File: config.mk
export PLATFORM = sky130hd
export DESIGN_NAME = race_sequencer_flat
export DESIGN_NICKNAME = d
export VERILOG_FILES = /design/src/rtl/race_sequencer_if.sv /design/src/rtl/race_sequencer.sv /design/src/flat_wrapper.sv
export SDC_FILE = /design/constraint.sdc
export NUM_CORES = 1
export LEC_CHECK = 0
export CAP_MARGIN = 25
export CORE_AREA = 5 5 82 159
export DETAILED_ROUTE_END_ITERATION = 6
export DIE_AREA = 0 0 87 164
export SLEW_MARGIN = 20
export SYNTH_ARGS = -nofsm -noshare
export SYNTH_HDL_FRONTEND = slang
export SYNTH_SLANG_ARGS = --single-unit
File: constraint.sdc
create_clock -name clk -period 3.55 [get_ports clk]
set_input_delay 1.065 -clock clk [delete_from_list [all_inputs] [get_ports clk]]
set_output_delay 1.065 -clock clk [all_outputs]
set_load 0.02 [all_outputs]
File: src/rtl/race_sequencer_if.sv
// Game-flow signal bundle between the race sequencer (slave) and the board/peer logic (master).
interface race_sequencer_if;
  logic        start_pulse;
  logic        pause_pulse;
  logic        p1_finish;
  logic        p2_finish;
  logic        peer_ready;
  logic [2:0]  state;
  logic [3:0]  countdown;
  logic [13:0] race_time;
  logic [1:0]  winner;
  logic        sync_req;
  logic        state_chg;

  modport master (
    output start_pulse, pause_pulse, p1_finish, p2_finish, peer_ready,
    input  state, countdown, race_time, winner, sync_req, state_chg
  );

  modport slave (
    input  start_pulse, pause_pulse, p1_finish, p2_finish, peer_ready,
    output state, countdown, race_time, winner, sync_req, state_chg
  );
endinterface

File: src/rtl/race_sequencer.sv
// Two-player racer game-flow controller: countdown, race timer, pause and winner detection.
// Define RACE_SYNC_HANDSHAKE_EN to add the SYNCING peer handshake before the countdown.
module race_sequencer #(
  parameter int unsigned CLK_FREQ       = 100_000_000,
  parameter int unsigned COUNT_SECONDS  = 3,
  parameter int unsigned CS_DIV         = CLK_FREQ / 100,
  parameter int unsigned MAX_TIME       = 9999,
  parameter int unsigned SYNC_TIMEOUT_S = 5
) (
  input logic              clk,
  input logic              rst,
  race_sequencer_if.slave  bus
);

  localparam int unsigned SEC_W = $clog2(CLK_FREQ + 1);
  localparam int unsigned CS_W  = $clog2(CS_DIV + 1);

  typedef enum logic [2:0] {
    S_IDLE      = 3'd0,
    S_SETTING   = 3'd1,
    S_SYNCING   = 3'd2,
    S_COUNTDOWN = 3'd3,
    S_RACING    = 3'd4,
    S_PAUSE     = 3'd5,
    S_FINISH    = 3'd6
  } state_t;

  state_t           st;
  logic [SEC_W-1:0] sec_cnt;
  logic [CS_W-1:0]  cs_cnt;
  logic [3:0]       countdown_q;
  logic [13:0]      race_time_q;
  logic [1:0]       winner_q;
  logic             state_chg_q;
  logic             sec_wrap;
  logic             cs_wrap;

  assign sec_wrap = (sec_cnt == SEC_W'(CLK_FREQ - 1));
  assign cs_wrap  = (cs_cnt == CS_W'(CS_DIV - 1));

`ifdef RACE_SYNC_HANDSHAKE_EN
  localparam int unsigned TO_W = $clog2(SYNC_TIMEOUT_S + 1);
  logic [TO_W-1:0] sync_sec;
  logic            sync_req_q;
  assign bus.sync_req = sync_req_q;
`else
  logic unused_peer_ready;
  assign unused_peer_ready = bus.peer_ready;
  assign bus.sync_req      = 1'b0;
`endif

  always_ff @(posedge clk) begin
    if (rst) begin
      st          <= S_IDLE;
      sec_cnt     <= '0;
      cs_cnt      <= '0;
      countdown_q <= '0;
      race_time_q <= '0;
      winner_q    <= '0;
      state_chg_q <= 1'b0;
`ifdef RACE_SYNC_HANDSHAKE_EN
      sync_sec    <= '0;
      sync_req_q  <= 1'b0;
`endif
    end else begin
      state_chg_q <= 1'b0;
`ifdef RACE_SYNC_HANDSHAKE_EN
      sync_req_q  <= 1'b0;
`endif
      case (st)
        S_IDLE: begin
          race_time_q <= '0;
          winner_q    <= '0;
          if (bus.start_pulse) begin
            st          <= S_SETTING;
            state_chg_q <= 1'b1;
          end
        end
        S_SETTING: begin
          if (bus.start_pulse) begin
            state_chg_q <= 1'b1;
            sec_cnt     <= '0;
`ifdef RACE_SYNC_HANDSHAKE_EN
            st          <= S_SYNCING;
            sync_sec    <= '0;
            sync_req_q  <= 1'b1;
`else
            st          <= S_COUNTDOWN;
            countdown_q <= 4'(COUNT_SECONDS);
`endif
          end
        end
`ifdef RACE_SYNC_HANDSHAKE_EN
        S_SYNCING: begin
          if (bus.start_pulse) begin
            st          <= S_SETTING;
            state_chg_q <= 1'b1;
          end else if (bus.peer_ready) begin
            st          <= S_COUNTDOWN;
            state_chg_q <= 1'b1;
            countdown_q <= 4'(COUNT_SECONDS);
            sec_cnt     <= '0;
          end else if (sec_wrap && sync_sec == TO_W'(SYNC_TIMEOUT_S - 1)) begin
            st          <= S_SETTING;
            state_chg_q <= 1'b1;
          end else begin
            sync_req_q <= 1'b1;
            if (sec_wrap) begin
              sec_cnt  <= '0;
              sync_sec <= sync_sec + 1'b1;
            end else begin
              sec_cnt <= sec_cnt + 1'b1;
            end
          end
        end
`endif
        S_COUNTDOWN: begin
          if (sec_wrap) begin
            sec_cnt     <= '0;
            countdown_q <= countdown_q - 4'd1;
            if (countdown_q == 4'd1) begin
              st          <= S_RACING;
              state_chg_q <= 1'b1;
              cs_cnt      <= '0;
            end
          end else begin
            sec_cnt <= sec_cnt + 1'b1;
          end
        end
        S_RACING: begin
          // Leaving RACING freezes the timer in that same cycle, so PAUSE resumes exactly where it stopped.
          if (bus.p1_finish || bus.p2_finish) begin
            st          <= S_FINISH;
            state_chg_q <= 1'b1;
            winner_q    <= {bus.p2_finish, bus.p1_finish};
          end else if (bus.pause_pulse) begin
            st          <= S_PAUSE;
            state_chg_q <= 1'b1;
          end else if (cs_wrap) begin
            cs_cnt <= '0;
            if (race_time_q < 14'(MAX_TIME)) begin
              race_time_q <= race_time_q + 14'd1;
            end
          end else begin
            cs_cnt <= cs_cnt + 1'b1;
          end
        end
        S_PAUSE: begin
          if (bus.pause_pulse) begin
            st          <= S_RACING;
            state_chg_q <= 1'b1;
          end else if (bus.start_pulse) begin
            st          <= S_IDLE;
            state_chg_q <= 1'b1;
            race_time_q <= '0;
            winner_q    <= '0;
          end
        end
        S_FINISH: begin
          if (bus.start_pulse) begin
            st          <= S_IDLE;
            state_chg_q <= 1'b1;
            race_time_q <= '0;
            winner_q    <= '0;
          end
        end
        default: begin
          st          <= S_IDLE;
          state_chg_q <= 1'b1;
          countdown_q <= '0;
          race_time_q <= '0;
          winner_q    <= '0;
        end
      endcase
    end
  end

  assign bus.state     = st;
  assign bus.countdown = countdown_q;
  assign bus.race_time = race_time_q;
  assign bus.winner    = winner_q;
  assign bus.state_chg = state_chg_q;

endmodule

File: src/flat_wrapper.sv
// flat-port wrapper written by rule: the top's interface ports become plain ports
module race_sequencer_flat 
#(
  parameter int unsigned CLK_FREQ       = 100_000_000,
  parameter int unsigned COUNT_SECONDS  = 3,
  parameter int unsigned CS_DIV         = CLK_FREQ / 100,
  parameter int unsigned MAX_TIME       = 9999,
  parameter int unsigned SYNC_TIMEOUT_S = 5
)
  (clk, rst, bus_start_pulse, bus_pause_pulse, bus_p1_finish, bus_p2_finish, bus_peer_ready, bus_state, bus_countdown, bus_race_time, bus_winner, bus_sync_req, bus_state_chg);
  race_sequencer_if bus_i ();
  input logic clk;
  input logic rst;
  input wire logic [$bits(bus_i.start_pulse)-1:0] bus_start_pulse;
  input wire logic [$bits(bus_i.pause_pulse)-1:0] bus_pause_pulse;
  input wire logic [$bits(bus_i.p1_finish)-1:0] bus_p1_finish;
  input wire logic [$bits(bus_i.p2_finish)-1:0] bus_p2_finish;
  input wire logic [$bits(bus_i.peer_ready)-1:0] bus_peer_ready;
  output wire logic [$bits(bus_i.state)-1:0] bus_state;
  output wire logic [$bits(bus_i.countdown)-1:0] bus_countdown;
  output wire logic [$bits(bus_i.race_time)-1:0] bus_race_time;
  output wire logic [$bits(bus_i.winner)-1:0] bus_winner;
  output wire logic [$bits(bus_i.sync_req)-1:0] bus_sync_req;
  output wire logic [$bits(bus_i.state_chg)-1:0] bus_state_chg;
  assign bus_i.start_pulse = bus_start_pulse;
  assign bus_i.pause_pulse = bus_pause_pulse;
  assign bus_i.p1_finish = bus_p1_finish;
  assign bus_i.p2_finish = bus_p2_finish;
  assign bus_i.peer_ready = bus_peer_ready;
  assign bus_state = bus_i.state;
  assign bus_countdown = bus_i.countdown;
  assign bus_race_time = bus_i.race_time;
  assign bus_winner = bus_i.winner;
  assign bus_sync_req = bus_i.sync_req;
  assign bus_state_chg = bus_i.state_chg;
  race_sequencer #(.CLK_FREQ(CLK_FREQ), .COUNT_SECONDS(COUNT_SECONDS), .CS_DIV(CS_DIV), .MAX_TIME(MAX_TIME), .SYNC_TIMEOUT_S(SYNC_TIMEOUT_S)) u_core (.clk(clk), .rst(rst), .bus(bus_i));
endmodule
# Word level (Yosys, flattened, before mapping)
# Cells that the tools add are included.
[op_classes] add_sub_neg=4 multipliers=0 div=0 magnitude_cmp=1 eq_ne=19 shifts=0 mux=39 n_bitwise=2 reduce_logical=13
[op_table] operator="2-to-1 mux 20 bit" count=5
[op_table] operator="2-to-1 mux 14 bit" count=6
[op_table] operator="one-hot mux 14 bit (4 select lines)" count=1
[op_table] operator="2-to-1 mux 27 bit" count=2
[op_table] operator="one-hot mux 27 bit (2 select lines)" count=1
[op_table] operator="one-hot mux 20 bit (2 select lines)" count=1
[op_table] operator="adder 27 x 1 -> 27 bit, second input constant" count=1
[op_table] operator="equality test 27 bit, second input constant" count=1
[op_table] operator="2-to-1 mux 3 bit" count=8
[op_table] operator="adder 20 x 1 -> 20 bit, second input constant" count=1
[op_table] operator="equality test 20 bit, second input constant" count=1
[op_table] operator="one-hot mux 3 bit (6 select lines)" count=1
[op_table] operator="adder 14 x 1 -> 14 bit, second input constant" count=1
[op_table] operator="less-than comparator 14 bit, second input constant" count=1
[op_table] operator="one-hot mux 4 bit (3 select lines)" count=1
[op_table] operator="inequality test 2 x 1 -> 1 bit, second input constant" count=5
[op_table] operator="inequality test 2 bit, second input constant" count=5
[op_table] operator="AND reduction 5 bit" count=2
[op_table] operator="equality test 3 bit, second input constant" count=3
[op_table] operator="2-to-1 mux 4 bit" count=2
[op_table] operator="one-hot mux 2 bit (4 select lines)" count=1
[op_table] operator="2-to-1 mux 1 bit" count=6
[op_table] operator="2-to-1 mux 2 bit" count=3
[op_table] operator="AND reduction 3 bit" count=2
[op_table] operator="other kinds (15)" count=17
[totals] regBits=71 latchBits=0 mem_bits_rw=0 rom_bits=0 input_bits=7 word_cells=85 memories=0

# Depth between registers and ports, before layout
# Gate-level depths: netlist of run 1.
[logic_depth] depth_word=6 mapped_depth=9 ltp_nobuf=7

# Worst setup path before layout of run 1
# Ideal clock, no wire load.
[synth_path] kind="input port to flip-flop" from="in bus_pause_pulse" to="reg u_core.race_time_q[12] (netlist: u_core.bus.race_time[12])" setup_ns=0.063 arrival_time_ns=3.027 required_time_ns=3.487 slack_ns=0.460 cell_stages=7 cell_sequence="or3_2 -> nor4_1 -> nor4b_4 -> nand2b_1 -> clkbuf_2 -> or4_1 -> nand3_1"
[synth_between] elab_chain_len=2
[synth_rtl] element="start, declared" line="flat_wrapper.sv:15" rtl="input wire logic [$bits(bus_i.pause_pulse)-1:0] bus_pause_pulse;"
[synth_rtl] element="inequality test 2 bit (no line)"
[synth_rtl] element="AND reduction 6 bit (no line) (*)"
[synth_rtl] element="end signal, assigned" line="race_sequencer.sv:142" rtl="race_time_q <= race_time_q + 14'd1;"
[synth_rtl] element="end, declared" line="race_sequencer.sv:32" rtl="logic [13:0] race_time_q;"
# Mark *: on every way between the ends. The rest lies on a longest branch, timed or not.
# A chain may end at the register's enable or synchronous reset.

# Worst setup path after layout of run 1
[layout_path] from="in bus_pause_pulse" to="reg u_core.race_time_q[9] (netlist: u_core.bus.race_time[9])"
# The elaborated chain is that of the path after synthesis.

==> summary by stage, run 1 <==
STA
The worst relative slew slack is 0.3502. Setup violations remaining at the end of the flow were counted as 0. The hold violation count in the final report is 0. The transition time at the pin with the least slew margin is about 0.97 ns.

The fmax is slightly above 0.3 GHz. Setup repair after global routing left no endpoint under its margin. The post-route clock skew is 0.007702 ns.

The final max-slew violation count was 0. The routed design could run at a clock period as short as ~3.3 ns. Dividing the final minimum period by the clock period gives 0.9238. The worst hold slack is approximately 0.48 ns.

Drt
In this run, the number of DRC markers left after iteration 0 of detailed routing was between 200 and 300. The detail route stage leaves a number of antenna-violating nets equal to 0. Using the TritonRoute via totals, the vias-per-cell ratio works out to roughly 5.9. The detailed-route wire length is 11710 um. After detailed routing, the number of remaining DRC violations is 0.

The detail-routed net length per standard cell is 16.31 um. The number of vias after detailed routing is around 4300. The count of TritonRoute iterations in the first routing pass is 5.

Power and ir drop
The ratio of total power to cell area is 372.1 nW/um2. Of the total power, combinational logic draws 0.073. The share of total power dissipated in the clock network is 0.475. Of the total power, the share spent switching nets is 0.2449. The internal cell power is 0.001360 W. For this design the static power due to leakage is 1.490 nW. The fraction of power consumed by sequential logic is 0.452. The power dissipated by switching net loads is about 0.00044 W. IR analysis of the VDD net gives a maximum drop of 236.9 uV.

Setup path
For this run, the slowest stage of the critical path takes between 0.5 and 0.6 ns. At the worst endpoint, the required time is around 3.8 ns. The worst reg2reg path endpoint is u_core.bus.race_time[9]. The length in cells of the worst reg-to-reg path is 8. The kind of cell with the highest combined delay along the critical path is simple AND/OR/NAND/NOR gates. Data arrives at the worst endpoint at about 3.6 ns. The startpoint identified for the worst register-to-register timing path is u_core.cs_cnt[0]. The worst setup path is launched from an input port. Setup slack on the worst reg-to-reg path comes out at 0.88 ns. In this run the worst path has a maximum fanout of 7. On the critical path, the stage with the largest delay is an instance of sky130_fd_sc_hd__or3_2.

The critical path goes through clkdlybuf4s50_1 > or3_2 > nor4_1 > nor4b_4 > buf_4 > o21ai_4 > or4_1 > a21oi_1. The worst setup path is captured at a flop. By startpoint and endpoint, the worst setup path is classified as input port to flop. The number of buffer and inverter stages on the critical path is 2.

Placement
The final weighted congestion in routability-driven placement is 0.8171. Detailed placement ended at an HPWL of around 8400 um. Summing all placed instances gives a cell area of 4564 um2.

The total of buffers placed on input and output ports is 29. After detailed placement, the design holds a cell count of ~700.

Worst hold path
Along the worst hold path, the cell count comes to 1. For hold timing, the worst endpoint is u_core.cs_cnt[19]. The path class of the lowest-slack min-delay path is flop to flop. The critical hold path startpoint is u_core.cs_cnt[19].

Clock network
The post-cts repair resize count is 0. The depth of the CTS H-tree is 3. The maximum clock insertion buffer count is 2. The TritonCTS clock tree is built. After clock tree synthesis, the clock-pin slew on the worst setup and hold paths is about 0.060 ns.

The clock insertion delay at the later pin of the skew report is roughly 0.34 ns. Clock tree synthesis found a total of 71 sinks. The number of buffers added by the clock tree synthesis step is 9. Buffers added to address setup during post-CTS repair amount to 0. In this run the clock root is driven by a sky130_fd_sc_hd__clkbuf_16. In this run, post-CTS hold repair placed 0 buffers.

Floorplanning
For this configuration, the core starts out at a cell density of 0.3491. In this run the core area contains 56 standard-cell rows. The die span in y is between 150 and 200 um.

The total I/O pin count is 32. The core region is 11700 um2. The die covers approximately 14000 um2. The die span in x is ~87 um.

Synth
Yosys mapped a number of flops with a built-in enable equal to 0. The fraction of synthesized cell area taken by the top area cell type is 0.3479. The summed instance area of the synthesized netlist is just over 4000 um2. The number of flip-flops and latches in the synthesized netlist is 71. The most used flip-flop cell after synthesis is sky130_fd_sc_hd__dfxtp_1. The post-synthesis async set-or-reset flop share is 0. After synthesis, the mean cell area works out to between 7 and 8 um2. Of all cell types, the one taking the most synthesized area is sky130_fd_sc_hd__dfxtp_1. The warning count from the yosys run is 0. The synthesized instance count is between 500 and 600. The share of the Yosys chip area taken by registers is 0.3479.

By instance count, the leading cell after synthesis is sky130_fd_sc_hd__dfxtp_1. By area the synthesized netlist is led by sky130_fd_sc_hd__dfxtp_1 (35%), sky130_fd_sc_hd__nor2_1 (6.4%), sky130_fd_sc_hd__a311oi_1 (6.2%). The number of different library cells used by synthesis comes to ~60. In the synthesized netlist, the cells that appear most often are sky130_fd_sc_hd__dfxtp_1 (71), sky130_fd_sc_hd__nor2_1 (70), sky130_fd_sc_hd__nand2_1 (61). The net count after synthesis is between 500 and 600.

Layout
The total inserted antenna cells is 0. Summing all non-filler instances in the final layout gives an area of about 4800 um2. The final standard cell count with taps included and fillers excluded is 718. For this run, the share of the core covered by cells in the final layout is 0.4137. The ratio of cells with drive above 1 in the final layout is 0.09773. The area growth from synthesis to layout is 18.50%.

After the last flow step, the layout net total stands at slightly below 600.

GRT
The first global-routing pass estimated roughly 20000 um of wire. In the global route stage, overall resource usage came out at 0.1725. The initial antenna violation count is 0.

The total grt overflow is 0. The via count of the first global-routing pass is a little over 4000. Entering global routing, the biggest net connects 47 pins.

Flow run
The max-cap check violation count is 0.

Outcome
The flow ran to the end, and the final reports show no timing, DRC or antenna violations.
[routing by layer]
layer  global-route usage  wire [um]
met1               0.1761       4406
met2               0.3190       6401
met5                    0          0
met3              0.03715        454
met4              0.08723        447
[registers in the layout (all words and copies together) (netlist names)]
| signal | flops |
|---|---|
| u_core.bus.state_chg | 1 |
| u_core.sec_cnt | 27 |
| u_core.cs_cnt | 20 |
| u_core.bus.race_time | 14 |
| u_core.bus.countdown | 4 |
| u_core.bus.winner | 2 |
| u_core.bus.state | 3 |
[power groups by stage]
stage	clock network, W	logic, W	registers (W)
2_1_floorplan	0	0.0000792	0.000832
3_3_place_gp	0	0.000128	0.000832
3_5_place_dp	0	0.000131	0.000832
4_1_cts	0.000872	0.000131	0.000814
5_1_grt	0.000917	0.000145	0.000816
6_report	0.000857	0.000131	0.000814
[layout by cell type, fill, tap and decap left out, types with 5 or more instances in the layout]
| cell type | Yosys | layout |
|---|---|---|
| sky130_fd_sc_hd__nor3_1 | 20 | 20 |
| sky130_fd_sc_hd__and2_1 | 5 | 5 |
| sky130_fd_sc_hd__nand4_1 | 13 | 13 |
| sky130_fd_sc_hd__nand2_1 | 61 | 61 |
| sky130_fd_sc_hd__nor2_1 | 70 | 70 |
| sky130_fd_sc_hd__clkbuf_16 | 0 | 9 |
| sky130_fd_sc_hd__or4_1 | 9 | 9 |
| sky130_fd_sc_hd__nor2b_1 | 6 | 6 |
| sky130_fd_sc_hd__clkdlybuf4s50_1 | 0 | 28 |
| sky130_fd_sc_hd__ha_1 | 5 | 5 |
| sky130_fd_sc_hd__inv_1 | 8 | 8 |
| sky130_fd_sc_hd__nand3_1 | 33 | 33 |
| sky130_fd_sc_hd__dfxtp_1 | 71 | 71 |
| sky130_fd_sc_hd__a21oi_1 | 44 | 44 |
| sky130_fd_sc_hd__a311oi_1 | 29 | 29 |
| sky130_fd_sc_hd__a31oi_1 | 10 | 10 |
| sky130_fd_sc_hd__buf_4 | 2 | 18 |
| sky130_fd_sc_hd__or3_1 | 7 | 7 |
| sky130_fd_sc_hd__o21ai_0 | 30 | 29 |
| sky130_fd_sc_hd__nor4_1 | 8 | 8 |
| sky130_fd_sc_hd__and3_1 | 9 | 9 |
[stage by stage]
step	setup TNS, ns	total power, W	setup slack (ns)
global placement	-0.01405	0.0009602	-0.01405
floorplan	0	0.0009113	0.4602
detailed placement	-0.09785	0.0009625	-0.08053
finish	0	0.001801	0.2704
CTS	0	0.001817	0.2701
global route	0	0.001877	0.1035
[worst max path at each step]
| stage | start | to | slack (ns) | cells past startpoint |
|---|---|---|---|---|
| after floorplan | bus_pause_pulse | u_core.bus.race_time[12] | 0.46 | 7 |
| after global placement | bus_pause_pulse | u_core.bus.race_time[9] | -0.01 | 8 |
| after detailed placement | bus_pause_pulse | u_core.bus.race_time[9] | -0.08 | 8 |
| after CTS | bus_pause_pulse | u_core.bus.race_time[9] | 0.27 | 8 |
| after global routing | bus_pause_pulse | u_core.bus.race_time[9] | 0.10 | 8 |
| final | bus_pause_pulse | u_core.bus.race_time[9] | 0.27 | 8 |
[cell type report]
class	count	area [um2]
inverters	8	30.03
flip-flops and latches	71	1421
repair buffers	48	440.4
clock buffers	12	256.5
clock inverters	4	20.02
multi-input cells	430	2491
fillers	1185	6860
well taps	145	181.4
[cell families after synthesis]
kind of cell,count (synthesis),share of synthesized area
AND/OR/NAND/NOR,273,0.3424
AO/OA/AOI/OAI,147,0.2404
flip-flops,71,0.3479
buffers and inverters,39,0.04318
adder cells (fa/ha/maj),5,0.01531
multiplexers,3,0.007657
other,1,0.0009180
XOR/XNOR,1,0.002144
No activity file was read; power rests on OpenSTA's default activity.
==> run 2, diff against run 1 <==
Clock period 3.55 ns to 3.13 ns, I/O delays scaled along.
==> summary by stage, run 2 (synthesis gave the netlist of run 1 again) <==
Setup path
The required time at the worst-slack endpoint is around 3.4 ns. The number of buffer and inverter stages on the critical path is 2. The worst register-to-register path ends at u_core.bus.race_time[9]. The end of the critical path is u_core.bus.race_time[9]. The worst setup path is of the input port to flop kind. The family with the most delay on the worst path is simple AND/OR/NAND/NOR gates.

The beginning of the critical path is bus_p2_finish. Walking the worst path, the cells encountered are clkdlybuf4s50_1 > or3_2 > nor4_2 > nor4b_4 > buf_4 > o21ai_4 > or4_1 > a21oi_1. At the worst endpoint, the arrival time is roughly 3.3 ns.

The length in cells of the worst reg-to-reg path is 8. The critical path launch point type is an input port. The launch instance of the worst register-to-register path is u_core.cs_cnt[0].

The sort of element at the end of the critical path is a flop. The slack of the worst reg-to-reg path is around 0.42 ns. The number of cells on the critical path is 8. The largest fanout on the critical path is 7. The largest single stage delay on the critical path is between 0.5 and 0.6 ns. The cell with the largest stage delay on the worst path is sky130_fd_sc_hd__or4_1.

Drt
The number of vias after detailed routing is 4287. The post-detailed-route count of antenna-violating nets is 0. The detailed router finished its first iteration with around 250 violations. The number of vias per cell is approximately 6. The detailed-route wire length is around 12000 um. The count of TritonRoute iterations in the first routing pass is 5.

After detailed routing, the average wire length per cell comes to 16.25 um. The number of remaining DRC errors is 0.

Floorplanning
In this run the count of I/O pins placed on the die edge is 32. The die span in y is ~160 um. The region available for standard cell placement spans 11700 um2. The die span in x is around 87 um. The area of the die is about 14000 um2. For this configuration, the core starts out at a cell density of 0.3491.

The initialized floorplan defines 56 standard-cell rows.

Flow run
The max-cap check violation count is 0.

STA
The final max-slew violation count was 0. The final critical-path setup slack is approximately 0.11 ns. Of the available clock period, the critical path in the final layout requires 0.9640. The final count of negative-setup-slack endpoints is 0. The transition time at the pin with the least slew margin is about 0.95 ns.

The clock arrives with around 0.0077 ns of skew. The hold violation count in the final report is 0. The worst pin sits at a relative slew slack of 0.3677. Counting I/O delays and the setup requirement, the final critical path takes between 3 and 4 ns.

Setup repair after global routing left no endpoint under its margin. For this run, the top clock speed supported by timing is 0.3314 GHz.

Power and ir drop
The internal cell power is 0.001494 W. The share of total power consumed by net switching is 0.2414. Overall power consumption after layout is estimated at between 0.0015 and 0.002 W.

VDD sags by at most around 280 uV. The share of total power dissipated in combinational logic is 0.076. The ratio of total power to cell area is a little over 400 nW/um2.

Of the total power, the clock network draws 0.455. In this run the static leakage power is about 1.5 nW. Of the total power, registers draw 0.469.

The analysis attributes to net switching a power of between 0.0004 and 0.0005 W.

Layout
The ratio of cells with drive above 1 in the final layout is 0.1054. For this run, the post-layout net count is approximately 590. Fill cells in the final layout number around 1200. The final standard cell count with taps included and fillers excluded is 724. In the layout the commonest cells are sky130_fd_sc_hd__dfxtp_1 (71), sky130_fd_sc_hd__nor2_1 (70), sky130_fd_sc_hd__nand2_1 (61), sky130_fd_sc_hd__a21oi_1 (44), sky130_fd_sc_hd__nand3_1 (33). The number of antenna diodes in the final layout is 0. The register with the most flip-flops in the layout has 27 of them. The most common cell after layout, fill and taps aside is sky130_fd_sc_hd__dfxtp_1. Once layout is complete, the utilization of the core stands at 0.4170. Compared with the post-synthesis result, the final layout area differs by 19.45%.

The top register by number of flip-flops is u_core.sec_cnt.

Clock network
The clock passes through at most 2 buffers. The total number of clock tree sinks is 71. The H-tree generated during clock tree synthesis spans 3 levels.

For this design, the CTS-stage hold fixing added 0 buffers. Buffers inserted during clock tree synthesis total 9. Clock-pin slew was measured on the worst setup and hold paths at about 0.06 ns. The TritonCTS clock tree is built. The later pin in the worst-skew pair is clocked with a latency of between 0.3 and 0.4 ns. Clock tree synthesis selected as its root buffer the cell sky130_fd_sc_hd__clkbuf_16.

GRT
The via count of the first global-routing pass is about 4000. After global routing the overflow that remains totals 0. The global-route total usage across every layer is 0.1691. The wire length of the first global-routing pass is around 19000 um. The pin count of the biggest net entering global routing is 43. The initial antenna violation count is 0.

Placement
The worst setup slack before clock tree synthesis is -0.3635 ns. The congestion estimate from routability-driven global placement came to just over 0.8. Buffers placed on the I/O ports in this run total 29.

Once detailed placement completed, the half-perimeter wirelength came to roughly 8500 um. The total instance count after detailed placement is slightly above 700.

Worst hold path
The path class of the lowest-slack min-delay path is flop to flop.

Outcome
The run finished with clean final reports.
==> run 2: cell count changes in the layout (fill, tap and decap cells not counted) <==
cell | before | now
sky130_fd_sc_hd__buf_4 | 18 | 26
sky130_fd_sc_hd__dlymetal6s2s_1 | 0 | 1
sky130_fd_sc_hd__clkdlybuf4s50_1 | 28 | 27
sky130_fd_sc_hd__clkinv_2 | 4 | 2
sky130_fd_sc_hd__clkbuf_1 | 1 | 3
sky130_fd_sc_hd__clkbuf_8 | 2 | 0
sky130_fd_sc_hd__nor4_1 | 8 | 7
sky130_fd_sc_hd__nor4_2 | 0 | 1
==> run 2: worst min path at each step <==
stage	start	endpoint	slack [ns]	cells past startpoint
detailed placement	u_core.cs_cnt[19]	u_core.cs_cnt[19]	0.49	1
finish	u_core.cs_cnt[19]	u_core.cs_cnt[19]	0.49	1
global route	u_core.cs_cnt[19]	u_core.cs_cnt[19]	0.53	1
floorplan	u_core.sec_cnt[22]	u_core.sec_cnt[22]	0.44	1
global placement	u_core.sec_cnt[22]	u_core.sec_cnt[22]	0.45	1
CTS	u_core.cs_cnt[19]	u_core.cs_cnt[19]	0.50	1
==> run 2: power by group through the flow <==
stage / clock network, W / logic (W) / registers (W)
6_report: 0.000896 / 0.000149 / 0.000924
5_1_grt: 0.000964 / 0.000163 / 0.000925
4_1_cts: 0.000921 / 0.000150 / 0.000924
3_5_place_dp: 0 / 0.000149 / 0.000944
3_3_place_gp: 0 / 0.000147 / 0.000944
2_1_floorplan: 0 / 0.0000898 / 0.000944
==> run 2: timing repair <==
action / 4_1_cts / 5_1_grt
endpoints found under the hold margin: 0 / 0
resized for setup: 1 / 1
endpoints found under the setup margin: 1 / 4
setup buffers: 0 / 1
==> run 2: final cells by class <==
class	count	area [um2]	area share
multi-input combinational	430	2497	0.5118
inverter	8	30.03	0.006154
clock inverter	2	10.01	0.002051
sequential	71	1421	0.2913
timing repair buffer	56	503.0	0.1031
clock buffer	12	236.5	0.04846
tap	145	181.4	0.03718
==> run 2: per-layer routing <==
metal / part of all wire / global-route usage / wire, um
met2: 0.55 / 0.3121 / 6440
met5: 0 / 0 / 0
met4: 0.032 / 0.1000 / 380
met3: 0.026 / 0.02962 / 307
met1: 0.39 / 0.1711 / 4635
==> run 2: metrics by stage <==
| stage | cell area [um2] | hold slack, ns | TNS (ns) |
|---|---|---|---|
| global placement | 4617 | 0.4548 | -2.172 |
| CTS | 4870 | 0.4960 | 0 |
| detailed placement | 4617 | 0.4865 | -2.688 |
| global route | 4880 | 0.5266 | 0 |
| finish | 4880 | 0.4925 | 0 |
| floorplan | 4085 | 0.4413 | 0 |
==> run 3, diff against run 2 <==
Settings changed: SKIP_LAST_GASP set to 1.
==> results of run 3 <==
Final layout, timing and power as in run 2 (identical DEF).
